File: src/rtl/eda_local_max_scan.sv
// eda_local_max_scan: raster-scan address generator with 3x3 local-maximum classifier and one-entry output buffer
module eda_local_max_scan #(
  parameter int M            = 8,
  parameter int N            = 8,
  parameter int PIXEL_WIDTH  = 8,
  parameter int WINDOW_WIDTH = 9,
  parameter int I_WIDTH      = 3,
  parameter int J_WIDTH      = 3,
  parameter int ADDR_WIDTH   = I_WIDTH + J_WIDTH
) (
  input  logic                                clk,
  input  logic                                reset_n,
  input  logic                                start,
  output logic [ADDR_WIDTH-1:0]               center_addr,
  input  logic [PIXEL_WIDTH*WINDOW_WIDTH-1:0] window_values,
  input  logic [WINDOW_WIDTH-2:0]             neigh_addr_valid,
  output logic                                out_valid,
  input  logic                                out_ready,
  output logic [ADDR_WIDTH-1:0]               out_addr,
  output logic                                out_is_max,
  output logic                                out_has_equal,
  output logic                                busy,
  output logic                                done
);
  typedef enum logic [1:0] {IDLE, SCAN, DRAIN, DONE} state_t;
  localparam int C = WINDOW_WIDTH / 2;
  state_t                  state_q;
  logic [ADDR_WIDTH-1:0]   center_q, center_d, out_addr_q;
  logic                    out_valid_q, out_is_max_q, out_has_equal_q, busy_q, done_q;
  logic [PIXEL_WIDTH-1:0]  ctr;
  logic [WINDOW_WIDTH-2:0] ge, eq;
  logic [I_WIDTH-1:0]      ci;
  logic [J_WIDTH-1:0]      cj;
  logic                    is_max, has_eq, adv, last_j, last;
  assign ctr = window_values[C*PIXEL_WIDTH +: PIXEL_WIDTH];
  // neighbour bit k maps to window slice k below the center and k+1 above it
  for (genvar k = 0; k < WINDOW_WIDTH - 1; k++) begin : g_nb
    localparam int S = (k < C) ? k : k + 1;
    assign ge[k] = ctr >= window_values[S*PIXEL_WIDTH +: PIXEL_WIDTH];
    assign eq[k] = ctr == window_values[S*PIXEL_WIDTH +: PIXEL_WIDTH];
  end
  // out-of-image neighbours are masked out: they can neither defeat the max nor count as equal
  assign is_max   = &(ge | ~neigh_addr_valid);
  assign has_eq   = is_max & |(eq & neigh_addr_valid);
  assign ci       = center_q[ADDR_WIDTH-1 -: I_WIDTH];
  assign cj       = center_q[J_WIDTH-1:0];
  assign last_j   = cj == J_WIDTH'(N - 1);
  assign last     = last_j && ci == I_WIDTH'(M - 1);
  assign center_d = last_j ? {ci + I_WIDTH'(1), J_WIDTH'(0)} : {ci, cj + J_WIDTH'(1)};
  assign adv      = !out_valid_q || out_ready;
  // scan FSM: steps the center address and fills the output buffer whenever it is free or being drained
  always_ff @(posedge clk or negedge reset_n) begin
    if (!reset_n) begin
      state_q         <= IDLE;
      center_q        <= '0;
      out_valid_q     <= 1'b0;
      out_addr_q      <= '0;
      out_is_max_q    <= 1'b0;
      out_has_equal_q <= 1'b0;
      busy_q          <= 1'b0;
      done_q          <= 1'b0;
    end else begin
      done_q <= 1'b0;
      case (state_q)
        IDLE: if (start) begin
          state_q  <= SCAN;
          center_q <= '0;
          busy_q   <= 1'b1;
        end
        SCAN: if (adv) begin
          out_valid_q     <= 1'b1;
          out_addr_q      <= center_q;
          out_is_max_q    <= is_max;
          out_has_equal_q <= has_eq;
          if (last) state_q <= DRAIN;
          else center_q <= center_d;
        end
        DRAIN: if (out_valid_q && out_ready) begin
          out_valid_q <= 1'b0;
          state_q     <= DONE;
          busy_q      <= 1'b0;
          done_q      <= 1'b1;
        end
        default: state_q <= IDLE;
      endcase
    end
  end
  assign center_addr   = center_q;
  assign out_valid     = out_valid_q;
  assign out_addr      = out_addr_q;
  assign out_is_max    = out_is_max_q;
  assign out_has_equal = out_has_equal_q;
  assign busy          = busy_q;
  assign done          = done_q;
endmodule

File: config.mk
export PLATFORM = sky130hd
export DESIGN_NAME = eda_local_max_scan
export DESIGN_NICKNAME = d
export VERILOG_FILES = /design/src/rtl/eda_local_max_scan.sv
export SDC_FILE = /design/constraint.sdc
export NUM_CORES = 1
export LEC_CHECK = 0
export BUFFER_PORTS_ARGS = -buffer_cell sky130_fd_sc_hd__buf_4
export CORE_ASPECT_RATIO = 0.75
export CORE_MARGIN = 2
export CORE_UTILIZATION = 54
export CTS_CLUSTER_DIAMETER = 100
export DETAILED_ROUTE_END_ITERATION = 7
export PLACE_DENSITY = 0.87
export SYNTH_ARGS = -nofsm -noshare
export SYNTH_HDL_FRONTEND = slang
export SYNTH_SLANG_ARGS = --single-unit
File: constraint.sdc
create_clock -name clk -period 4.8 [get_ports clk]
set_clock_uncertainty 0.15 [all_clocks]
set_input_delay 1.2 -clock clk [delete_from_list [all_inputs] [get_ports clk]]
set_output_delay 1.2 -clock clk [all_outputs]
set_load 0.05 [all_outputs]
== After elaboration in Yosys (flattened, before gate mapping) ==
Cells that the tools add are included.

* Logic and storage cells: 74
* Output and inout bits: 17
* Input bits: 84
* Register bits: 19

* Bitwise operators: 4
* Equality and inequality tests: 18
* Multiplexer cells: 17
* Reduce and logical (&&, ||, !) cells: 16
* Add/sub/neg operators: 2
* Magnitude comparators: 8

{| class="wikitable"
|+ Operators by type and width
! operator !! number
|-
| equality test 8 bit || 8
|-
| greater-or-equal comparator 8 bit || 8
|-
| two-way mux 6 bit || 4
|-
| inequality test 2 bit, second input constant || 6
|-
| case mux 6 bit (2 select lines) || 1
|-
| bitwise AND 8 bit || 1
|-
| two-way mux 2 bit || 4
|-
| NOT 8 bit || 1
|-
| OR 8 bit || 1
|-
| AND reduction 4 bit || 2
|-
| AND reduction 8 bit || 1
|-
| OR reduction 8 bit || 1
|-
| adder 3 x 1 -> 3 bit, second input constant || 2
|-
| equality test 3 bit, second input constant || 2
|-
| case mux 2 bit (3 select lines) || 1
|-
| AND reduction 3 bit || 2
|-
| nonzero test 2 bit || 3
|-
| two-way mux 1 bit || 5
|-
| AND reduction 5 bit || 1
|-
| case mux 1 bit (2 select lines) || 2
|-
| equality test 2 x 1 -> 1 bit, second input constant || 1
|-
| equality test 2 bit, second input constant || 1
|-
| logical AND 1 bit || 2
|-
| logical NOT 2 bit || 1
|-
| 4 further kinds || 4
|}

== Longest topological paths before layout ==
Gate-level depths: netlist of the first run.

* Word-level depth: 5
* Gate-level depth with buffers: 9
* Mapped depth without buffers: 8

== Worst setup path before layout of the first run ==
No wires, ideal clock.

* Kind: input port to flip-flop
* Start point: in window_values[32]
* End point: reg out_has_equal_q, in the netlist out_has_equal
* Path buffers: 0
* Arrival time: 2.529 ns
* Setup time: 0.122 ns
* Stages on the path: 8
* Setup slack: 1.999 ns
* Cells stage by stage: inv_1 -> ha_1 -> nand2b_1 -> a2111o_1 -> a31oi_1 -> nor3_1 -> nand4_1 -> o21ai_1

* Longest elaborated chain between the ends: 4
* Elaborated cells on any way between the ends: 21
* Classes of those cells: order compare: 8; eq/ne: 8; bitwise: 3; reduce/logical: 2

{| class="wikitable"
|+ Ends and longest elaborated chain
! item !! RTL line !! RTL
|-
| start: declaration || 15 || <nowiki>input logic [PIXEL_WIDTH*WINDOW_WIDTH-1:0] window_values,</nowiki>
|-
| greater-or-equal comparator 8 bit or equality test 8 bit (tied branches) || 39, 40 ||
|-
| OR 8 bit or bitwise AND 8 bit (tied branches) || 43, 44 ||
|-
| AND reduction 8 bit or OR reduction 8 bit (tied branches) || 43, 44 ||
|-
| bitwise AND 1 bit (*) || 44 || <nowiki>assign has_eq = is_max & |(eq & neigh_addr_valid);</nowiki>
|-
| end signal: assignment || 74 || <nowiki>out_has_equal_q <= has_eq;</nowiki>
|-
| end: declaration || 29 || <nowiki>logic out_valid_q, out_is_max_q, out_has_equal_q, busy_q, done_q;</nowiki>
|}

Every way passes the cells marked *; elsewhere a longest branch is shown, timed or not.
A chain may end at the register's enable or synchronous reset.

== Worst setup path after layout of the first run ==
Same ends and word-level chain as after synthesis.

==> results of run 1 <==
==> path summary, 6_finish.rpt <==
check	endpoint	startpoint	slack, ns	cells after the start
min in group asynchronous	out_valid	reset_n	0.65	1
max reg2reg	center_addr[3]	center_addr[0]	2.54	8
max in group asynchronous	center_addr[4]	reset_n	3.64	1
min	out_addr[5]	out_addr[5]	0.34	2
max	out_has_equal	window_values[32]	1.90	9
min reg2reg	out_addr[5]	out_addr[5]	0.34	2
==> worst max-delay path: stages <==
cell and delay [ns]:
buf_4 0.11, inv_1 0.24, ha_1 0.31, nand2b_1 0.15, a2111o_1 0.42, a31oi_1 0.17, nor4_1 0.07, nand4_1 0.14
o21ai_1 0.08
==> final cells by class <==
cell class                 instances  area, µm²  share of cell area (%)
sequential                        19      475.5                   13.69
tap                               57      71.32                   2.054
clock buffer                       4      45.04                   1.297
inverter                          71      266.5                   7.676
timing repair buffer             100      750.7                   21.62
multi-input combinational        230       1863                   53.66
==> power by group through the flow <==
stage | clock network, mW | registers, mW | logic [mW]
2_1_floorplan | 0 | 0.338 | 0.259
3_3_place_gp | 0 | 0.234 | 0.510
3_5_place_dp | 0 | 0.235 | 0.525
4_1_cts | 0.112 | 0.233 | 0.530
5_1_grt | 0.118 | 0.238 | 0.584
6_report | 0.111 | 0.233 | 0.529
==> per-layer routing <==
layer / vias to the layer above / part of all wire [%] / global-route usage [%]
met3: 8 / 5.6 / 3.185
met4: 0 / 0.84 / 3.175
met5: - / 0 / 0
met1: 1152 / 50 / 38.95
met2: 78 / 43 / 40.55
li1: 1328 / - / -
==> state kept, by name, indices dropped and copies added, names as in the netlist <==
name and flops:
out_is_max 1, state_q 2, done 1, out_has_equal 1, out_valid 1, busy 1
center_addr 6, out_addr 6
==> metrics by stage <==
stage,instance area [µm²],utilization [%],power (mW)
after floorplan,2638,-,0.5976
after global placement,3427,74.96,0.7443
after detailed placement,3427,74.96,0.7607
after CTS,3472,75.94,0.8746
after global routing,3472,75.94,0.9408
final,3472,75.94,0.8737
==> kinds of logic (layout without fill, tap and decap cells) <==
logic type                 count (synthesis)  count (layout)  share of synthesized area (%)
and+or+nand+nor                           93              93                          17.65
buffers and inverters                     75             175                          11.34
adders and majority gates                 72              72                          34.16
AOI/OAI and AO/OA                         58              58                          15.89
DFF                                       19              19                          18.03
muxes                                      7               7                          2.941
==> placed cells by master, fill, tap and decap left out, types with 2 or more instances in the layout <==
cell type and count:
a21oi_1 10, mux2_2 5, nand2_1 39, nand4_1 6, a2111oi_0 2, and4_1 6, o31ai_1 2, clkbuf_8 3
ha_1 72, o2111ai_1 6, nor2b_1 2, buf_4 100, nand2b_1 14, nor2_1 12, inv_1 71, o21ai_0 14
dfrtp_1 19, and3_1 3, a31oi_1 6, a2111o_1 6, nand3_1 6, a22o_1 3, a211o_1 2
==> impl_summary.txt, run 1 <==
----------------------------------------------------
[Power]
  Leakage dissipation ... 2.003 nW
  Max IR drop VDD ... approximately 0.00024 V
  Switch share ... 46.33%
  Combinational share of power ... 60.6%
  Flop pwr share ... 26.7%
  Power density over the cells ... 251.6 nW/µm²
  Switching power ... 0.4048 mW
  Clock network fraction of total power ... 12.7%
  Internal ... 0.4689 mW

[Finish]
  Ratio of cells with drive above 1 in the final layout ... between 20% and 30%
  Count of non-filler cells in the finished layout ... 481
  Net count of the finished layout ... slightly below 600
  Diode insertion count for antenna repair ... 0
  Number of inserted filler cells in the final layout ... 350
  Area delta synth->final ... 31.64%

[Global route]
  Wire length of the first global-routing pass ... 11.47 mm
  Vias in the first global route ... 2478
  Overall overflow remaining after global route ... 0
  Antenna violations before repair ... 0
  Total Routing Usage GR ... 25.80%
  Pin count of the biggest net entering global routing ... 20

[Clock tree]
  Post_cts resized ... 0
  Number of buffers added by the clock tree synthesis step ... 3
  Post-CTS Setup Bufs ... 0
  Cell at the root of the clock tree ... clkbuf_8
  Clk slew on worst S/H paths ... 0.07 ns
  TritonCTS clock tree ... yes
  Hold buffers post-CTS ... 0
  Number of sinks on the clock net ... 19
  Clock insertion delay at the later pin of the skew report ... 0.25 ns
  Buffer depth of the longest clock path ... 2
  Clock H-tree levels ... 1

[Outcome]
  Result of the run ... complete, no violations

[Floorplanning]
  Die boundary width ... 84.70 µm
  Effective utilization at floorplan ... 57.69%
  Floorplan Core Area ... 4572 µm²
  Count of boundary I/O pins ... 101
  Placement Rows ... 21
  Floorplan die area ... 5465 µm²
  Die span in y ... 64.53 µm

[Setup path]
  Arrival time at the worst endpoint ... around 2.9 ns
  Crit path capture type ... flop
  Critical path type ... in2reg
  WP data required ... approximately 4.8 ns
  CP max FO ... 8
  Startpoint kind of the worst setup timing path ... primary input

[Synth]
  Area of the mapped netlist ... between 2000 and 3000 µm²
  Cell types with the highest counts after synthesis ... ha_1 (72), inv_1 (71), nand2_1 (39), dfrtp_1 (19)
  Share of synthesized flip-flops with an asynchronous set or reset ... 100.0%
  Synthesis warning total ... 0
  Proportion of netlist area held by the largest area contributor ... 34.16%
  Number of standard cells after synthesis ... ~320
  Net count after synthesis ... 480
  Most common cell in the netlist ... ha_1
  Number of enable flip-flop cells after synthesis ... 0
  Cell type with the highest aggregate area in the netlist ... ha_1
  Main area contributors after synthesis ... ha_1 (34%), dfrtp_1 (18%), inv_1 (10%), nand2_1 (5.6%), nand2b_1 (3.3%)
  Sequential element share of the synthesized area ... ~18%
  Count of different cell masters after synthesis ... 37
  Mean instance size in the synthesized netlist ... 8.141 µm²
  Post-synth top flop ... dfrtp_1
  Yosys reg bits ... 19

[Timing]
  Hold violation total from the final report ... 0
  Final-report setup violation count ... 0
  Final hold slack ... 0.3417 ns
  Share of the cycle needed by the critical path after routing ... roughly three fifths
  Slew Limit Headroom ... between 60% and 70%
  Max Clock Freq ... 344.8 MHz
  Number of max-slew violations in the final report ... 0
  Time the final worst path needs with I/O delays and setup ... approximately 2.9 ns
  Unrepaired setup endpoints after global routing ... no
  Total negative setup slack ... 0 ns
  Fin worst setup slack ... around 1.9 ns
  Actual transition at the worst max-transition pin ... between 0.5 and 0.6 ns

[Routing]
  Final Routed Wirelength ... 6.794 mm
  Total vias in the final route ... about 2600
  DR iter-0 viols ... 132
  DRT antenna net count ... 0
  Remaining DRCs ... 0
  Drt pass-1 iters ... 4
  Routed length per instance ... approximately 14 µm
  Number of vias per cell after detailed routing ... 5.335

[Worst hold path]
  Worst min path class ... reg2reg

[Placement]
  Port Buffers ... 100
  Place WS ... 1.628 ns
  Total placed cells including tap cells ... roughly 480
  Routability cong. ... 0.9297
  Post-detailed-placement half-perimeter wirelength ... 5.761 mm

[Job]
  Max-cap violations ... 0

----------------------------------------------------
Note: power is estimated with default switching activity, not from simulation.
==> run 2, diff against run 1 <==
--- a/config.mk
+++ b/config.mk
@@ -8,10 +8,10 @@
 export BUFFER_PORTS_ARGS = -buffer_cell sky130_fd_sc_hd__buf_4
 export CORE_ASPECT_RATIO = 0.75
 export CORE_MARGIN = 2
-export CORE_UTILIZATION = 54
+export CORE_UTILIZATION = 50
 export CTS_CLUSTER_DIAMETER = 100
 export DETAILED_ROUTE_END_ITERATION = 7
-export PLACE_DENSITY = 0.87
+export PLACE_DENSITY = 0.81
 export SYNTH_ARGS = -nofsm -noshare
 export SYNTH_HDL_FRONTEND = slang
 export SYNTH_SLANG_ARGS = --single-unit
==> constraint.sdc (replaced) <==
create_clock -name clk -period 2.9 [get_ports clk]
set_clock_uncertainty 0.15 [all_clocks]
set_input_delay 0.725 -clock clk [delete_from_list [all_inputs] [get_ports clk]]
set_output_delay 0.725 -clock clk [all_outputs]
set_load 0.05 [all_outputs]
==> run 2 against run 1 <==
Against the previous run:
- global-route usage is 0.49 points higher
- largest power group unchanged
- critical path depth unchanged
- power rose by 68%
- core utilization decreased by 5.9 points
- die area rose by 7.6%
- setup slack lost 1.4 ns
- clock power is 78% higher
- via count up 2.6%
- wire length is 8.0% higher
- combinational power increased by 67%
- critical endpoint unchanged
==> impl_summary.txt, run 2 (synthesis gave the netlist of run 1 again) <==
----------------------------------------------------
[Outcome]
  Result of the run ... complete, no violations

[Floorplanning]
  Die span in y ... 66.90 µm
  Effective utilization at floorplan ... 52.94%
  Die boundary width ... 87.87 µm
  Placement Rows ... 22
  Floorplan die area ... 5878 µm²
  Count of boundary I/O pins ... 101
  Floorplan Core Area ... 4982 µm²

[Finish]
  Area delta synth->final ... 32.40%
  Area of the multi-input gates ... around 1900 µm²
  Ratio of cells with drive above 1 in the final layout ... 26.42%
  Net count of the finished layout ... 581
  Most used cells in the layout excluding fill and tap cells ... buf_4 (100), ha_1 (72), inv_1 (71)
  Sequential Area ... 475.5 µm²
  Diode insertion count for antenna repair ... 0
  Number of inserted filler cells in the final layout ... 421
  Most common cell after layout, fill and taps aside ... buf_4

[Setup path]
  WP data required ... 2.91 ns
  R2R Setup Slk ... between 0.6 and 0.7 ns
  Start point of the critical path ... window_values[32]
  Critical R2R Capture ... center_addr[3]
  Critical register-to-register path startpoint ... center_addr[0]
  Cell depth of the worst flop-to-flop path ... 8
  End point of the critical path ... out_has_equal
  Critical path type ... in2reg
  CP max FO ... 8
  Startpoint kind of the worst setup timing path ... primary input
  Arrival time at the worst endpoint ... ~2.4 ns
  Crit path capture type ... flop

[Timing]
  Max Clock Freq ... 410.9 MHz
  Time the final worst path needs with I/O delays and setup ... 2.434 ns
  Total negative setup slack ... 0 ns
  Share of the cycle needed by the critical path after routing ... between 80% and 90%
  Final-report setup violation count ... 0
  Unrepaired setup endpoints after global routing ... no
  Actual transition at the worst max-transition pin ... 0.6371 ns
  Slew Limit Headroom ... 56.43%
  Hold violation total from the final report ... 0
  Number of max-slew violations in the final report ... 0

[Clock tree]
  Post-CTS Setup Bufs ... 0
  Clock H-tree levels ... 1
  TritonCTS clock tree ... yes
  Clock insertion delay at the later pin of the skew report ... around 0.27 ns
  Post_cts resized ... 0
  Number of buffers added by the clock tree synthesis step ... 3
  Hold buffers post-CTS ... 0
  Cell at the root of the clock tree ... clkbuf_8
  Number of sinks on the clock net ... 19
  Buffer depth of the longest clock path ... 2
  Clk slew on worst S/H paths ... roughly 0.08 ns

[Job]
  Max-cap violations ... 0

[Routing]
  DRT antenna net count ... 0
  Total vias in the final route ... 2633
  Remaining DRCs ... 0
  Final Routed Wirelength ... between 7 and 8 mm
  Number of vias per cell after detailed routing ... 5.308
  Drt pass-1 iters ... 4
  Routed length per instance ... 14.79 µm
  DR iter-0 viols ... 86

[Placement]
  Post-detailed-placement half-perimeter wirelength ... 6.291 mm
  Port Buffers ... 100
  Routability cong. ... 0.8771

[Global route]
  Met3 Use GR ... approximately 3.3%
  Routing usage on met1 ... between 30% and 40%
  Overall overflow remaining after global route ... 0
  Wire length of the first global-routing pass ... 11.94 mm
  Total Routing Usage GR ... 26.28%
  Antenna violations before repair ... 0
  Global route hottest layer ... met2
  Met2 demand-to-capacity share in global routing ... 43.37%
  Pin count of the biggest net entering global routing ... 20
  Vias in the first global route ... 2675

[Power]
  Power after layout ... around 1.5 mW
  Max IR drop VDD ... 0.0003101 V
  Leakage dissipation ... 2.006 nW
  Power density over the cells ... 421.0 nW/µm²

[Worst hold path]
  Worst min path class ... in2async

----------------------------------------------------
## run 2: per-layer routing
| layer | wire length (µm) | part of all wire (%) | vias to the layer above |
|---|---|---|---|
| li1 | - | - | 1331 |
| met1 | 3489 | 48 | 1197 |
| met2 | 3276 | 45 | 92 |
| met3 | 464 | 6.3 | 13 |
| met4 | 106 | 1.4 | 0 |
| met5 | 0 | 0 | - |
## run 2: worst max-delay path: stages
cell and delay, ns:
buf_4 0.11, inv_1 0.26, ha_1 0.31, nand2b_1 0.15
a2111o_1 0.41, a31oi_1 0.18, nor4_1 0.08, nand4_1 0.14
o21ai_1 0.08
## run 2: layout make-up
type | count | share of cell area, %
well taps | 72 | 2.580
flip-flops and latches | 19 | 13.62
clock inverters | 1 | 0.1433
repair buffers | 100 | 21.50
clock buffers | 3 | 1.182
multi-input cells | 230 | 53.35
inverters | 71 | 7.632
## run 2: how the worst min path moves through the flow
| stage | from | endpoint | slack (ns) |
|---|---|---|---|
| floorplan | reset_n | busy | 0.28 |
| global placement | out_addr[5] | out_addr[5] | 0.32 |
| global route | reset_n | state_q[0] | 0.18 |
| finish | reset_n | out_is_max | 0.17 |
| CTS | reset_n | out_addr[0] | 0.18 |
| detailed placement | out_is_max | out_is_max | 0.32 |
## run 2: through the flow
stage          util, %  area, µm²  instances  hold WS, ns  setup WS, ns
3_3_place_gp     69.16       3446        492       0.3174        0.2529
3_5_place_dp     69.16       3446        492       0.3245        0.1849
2_1_floorplan        -       2638        324       0.2794        0.5739
4_1_cts          70.09       3492        496       0.1757        0.4726
6_report         70.09       3492        496       0.1693        0.4661
5_1_grt          70.09       3492        496       0.1843        0.3479
## run 2: power by group
| group | switching [mW] | leakage [nW] | internal (mW) |
|---|---|---|---|
| Combinational | 0.538 | 1.73 | 0.348 |
| Clock | 0.102 | 0.0255 | 0.0961 |
| Sequential | 0.0544 | 0.253 | 0.332 |
| Total | 0.694 | 2.01 | 0.776 |
==> run 3, diff against run 2 <==
==> constraint.sdc (replaced) <==
create_clock -name clk -period 2.5 [get_ports clk]
set_clock_uncertainty 0.15 [all_clocks]
set_input_delay 0.625 -clock clk [delete_from_list [all_inputs] [get_ports clk]]
set_output_delay 0.625 -clock clk [all_outputs]
set_load 0.05 [all_outputs]
==> run 3 against run 2 <==
Against the previous run:
- register-to-register slack lost 0.26 ns
- wire length is 3.6% lower
- global-route usage decreased by 1.1 points
- combinational power up 16%
- largest cell class unchanged
- clock power up 11%
- cell area up 1.1%
- non-clock buffer count is 5 higher
- sequential power is 16% higher
- worst hold slack worse by 0.094 ns
- power increased by 16%
- die area unchanged
- largest power group unchanged
==> impl_summary.txt, run 3 (synthesis gave the netlist of run 1 again) <==
----------------------------------------------------
[Outcome]
  Result of the run ... complete, no violations

[Routing]
  Total vias in the final route ... 2590
  DRT antenna net count ... 0
  Routed length per instance ... 14.11 µm
  DR iter-0 viols ... 121
  Remaining DRCs ... 0
  Number of vias per cell after detailed routing ... 5.170
  Final Routed Wirelength ... about 7 mm
  Drt pass-1 iters ... 4

[Global route]
  Vias in the first global route ... approximately 2600
  Total Routing Usage GR ... 25.16%
  Antenna violations before repair ... 0
  Pin count of the biggest net entering global routing ... 20
  Wire length of the first global-routing pass ... 11.59 mm
  Overall overflow remaining after global route ... 0

[Placement]
  Post-detailed-placement half-perimeter wirelength ... around 6.1 mm
  Routability cong. ... 0.8591
  Port Buffers ... 100
  Place WS ... -0.03785 ns
  Total placed cells including tap cells ... 497

[Clock tree]
  Clock insertion delay at the later pin of the skew report ... roughly 0.26 ns
  Clk slew on worst S/H paths ... 0.08 ns
  Number of buffers added by the clock tree synthesis step ... 3
  Hold buffers post-CTS ... 0
  Buffer depth of the longest clock path ... 2
  Number of sinks on the clock net ... 19
  Clock H-tree levels ... 1
  Cell at the root of the clock tree ... clkbuf_8
  TritonCTS clock tree ... yes
  Post_cts resized ... 0
  Post-CTS Setup Bufs ... 0

[Setup path]
  Startpoint kind of the worst setup timing path ... primary input
  Arrival time at the worst endpoint ... 2.31 ns
  Critical R2R Capture ... center_addr[3]
  WP data required ... 2.50 ns
  R2R Setup Slk ... around 0.4 ns
  Crit path capture type ... flop
  Cell depth of the worst flop-to-flop path ... 6
  Critical path type ... in2reg
  Critical register-to-register path startpoint ... state_q[1]
  CP max FO ... 4

[Power]
  Max IR drop VDD ... 0.0002675 V
  Internal ... 0.9102 mW
  Leakage dissipation ... just over 2 nW
  Switch share ... 46.41%
  Switching power ... slightly below 0.8 mW
  Power density over the cells ... 481.2 nW/µm²
  Flop pwr share ... 26.3%
  Clock network fraction of total power ... 12.9%
  Combinational share of power ... about three fifths
  Power after layout ... 1.699 mW

[Job]
  Max-cap violations ... 0

[Floorplanning]
  Placement Rows ... 22
  Effective utilization at floorplan ... 52.94%
  Die boundary width ... 87.87 µm
  Count of boundary I/O pins ... 101
  Floorplan die area ... just under 6000 µm²
  Die span in y ... 66.90 µm
  Floorplan Core Area ... 4982 µm²

[Worst hold path]
  Worst min path class ... in2async

[Timing]
  Max Clock Freq ... 433.1 MHz
  Share of the cycle needed by the critical path after routing ... between 90% and 100%
  Slew Limit Headroom ... 54.26%
  Total negative setup slack ... 0 ns
  Actual transition at the worst max-transition pin ... 0.6688 ns
  Hold violation total from the final report ... 0
  Final hold slack ... around 0.075 ns
  Final-report setup violation count ... 0
  Number of max-slew violations in the final report ... 0
  Fin worst setup slack ... 0.1910 ns
  Unrepaired setup endpoints after global routing ... no
  Time the final worst path needs with I/O delays and setup ... around 2.3 ns

[Finish]
  Most common cell after layout, fill and taps aside ... buf_4
  Net count of the finished layout ... 586
  Area of the multi-input gates ... approximately 1900 µm²
  Number of inserted filler cells in the final layout ... approximately 430
  Ratio of cells with drive above 1 in the final layout ... 27.27%
  Most used cells in the layout excluding fill and tap cells ... buf_4 (105), ha_1 (72), inv_1 (71)
  Count of non-filler cells in the finished layout ... 501
  Sequential Area ... 475.5 µm²
  Diode insertion count for antenna repair ... 0
  Area delta synth->final ... 33.82%

----------------------------------------------------
-- run 3: power groups by stage --
stage | combinational [mW] | clock [mW] | sequential, mW
floorplan | 0.498 | 0 | 0.649
global placement | 0.995 | 0 | 0.448
detailed placement | 1.03 | 0 | 0.453
CTS | 1.03 | 0.227 | 0.447
global route | 1.15 | 0.241 | 0.459
finish | 1.03 | 0.220 | 0.447
-- run 3: per-layer routing --
metal | routed length, µm | track usage [%]
met5 | 0 | 0
met4 | 38 | 3.654
met3 | 430 | 3.346
met2 | 3078 | 40.91
met1 | 3524 | 36.10
-- run 3: area by class of cell --
| type | instances | area share (%) |
|---|---|---|
| flip-flops and latches | 19 | 13.47 |
| inverters | 71 | 7.551 |
| clock buffers | 3 | 1.170 |
| multi-input cells | 230 | 52.78 |
| repair buffers | 105 | 22.33 |
| well taps | 72 | 2.552 |
| clock inverters | 1 | 0.1418 |
-- run 3: worst max-delay path: stages --
cell and delay, ns:
buf_4 0.08, inv_1 0.04, buf_4 0.15, ha_1 0.28, nand2b_1 0.15, a2111oi_0 0.64
o31ai_1 0.15, nand4_1 0.13, o21ai_1 0.08
-- run 3: how the worst max path moves through the flow --
stage                      start            end  slack [ns]  cells past startpoint
2_1_floorplan  window_values[32]  out_has_equal        0.27                      8
3_3_place_gp   window_values[32]  out_has_equal        0.08                     10
3_5_place_dp   window_values[32]  out_has_equal       -0.04                      9
4_1_cts        window_values[32]  out_has_equal        0.25                      9
5_1_grt        window_values[32]  out_has_equal        0.07                      9
6_report       window_values[32]  out_has_equal        0.19                      9
-- run 3: per-stage QoR --
| step | utilization (%) | area (µm²) |
|---|---|---|
| 2_1_floorplan | - | 2638 |
| 3_3_place_gp | 69.91 | 3483 |
| 3_5_place_dp | 69.91 | 3483 |
| 4_1_cts | 70.84 | 3530 |
| 5_1_grt | 70.84 | 3530 |
| 6_report | 70.84 | 3530 |
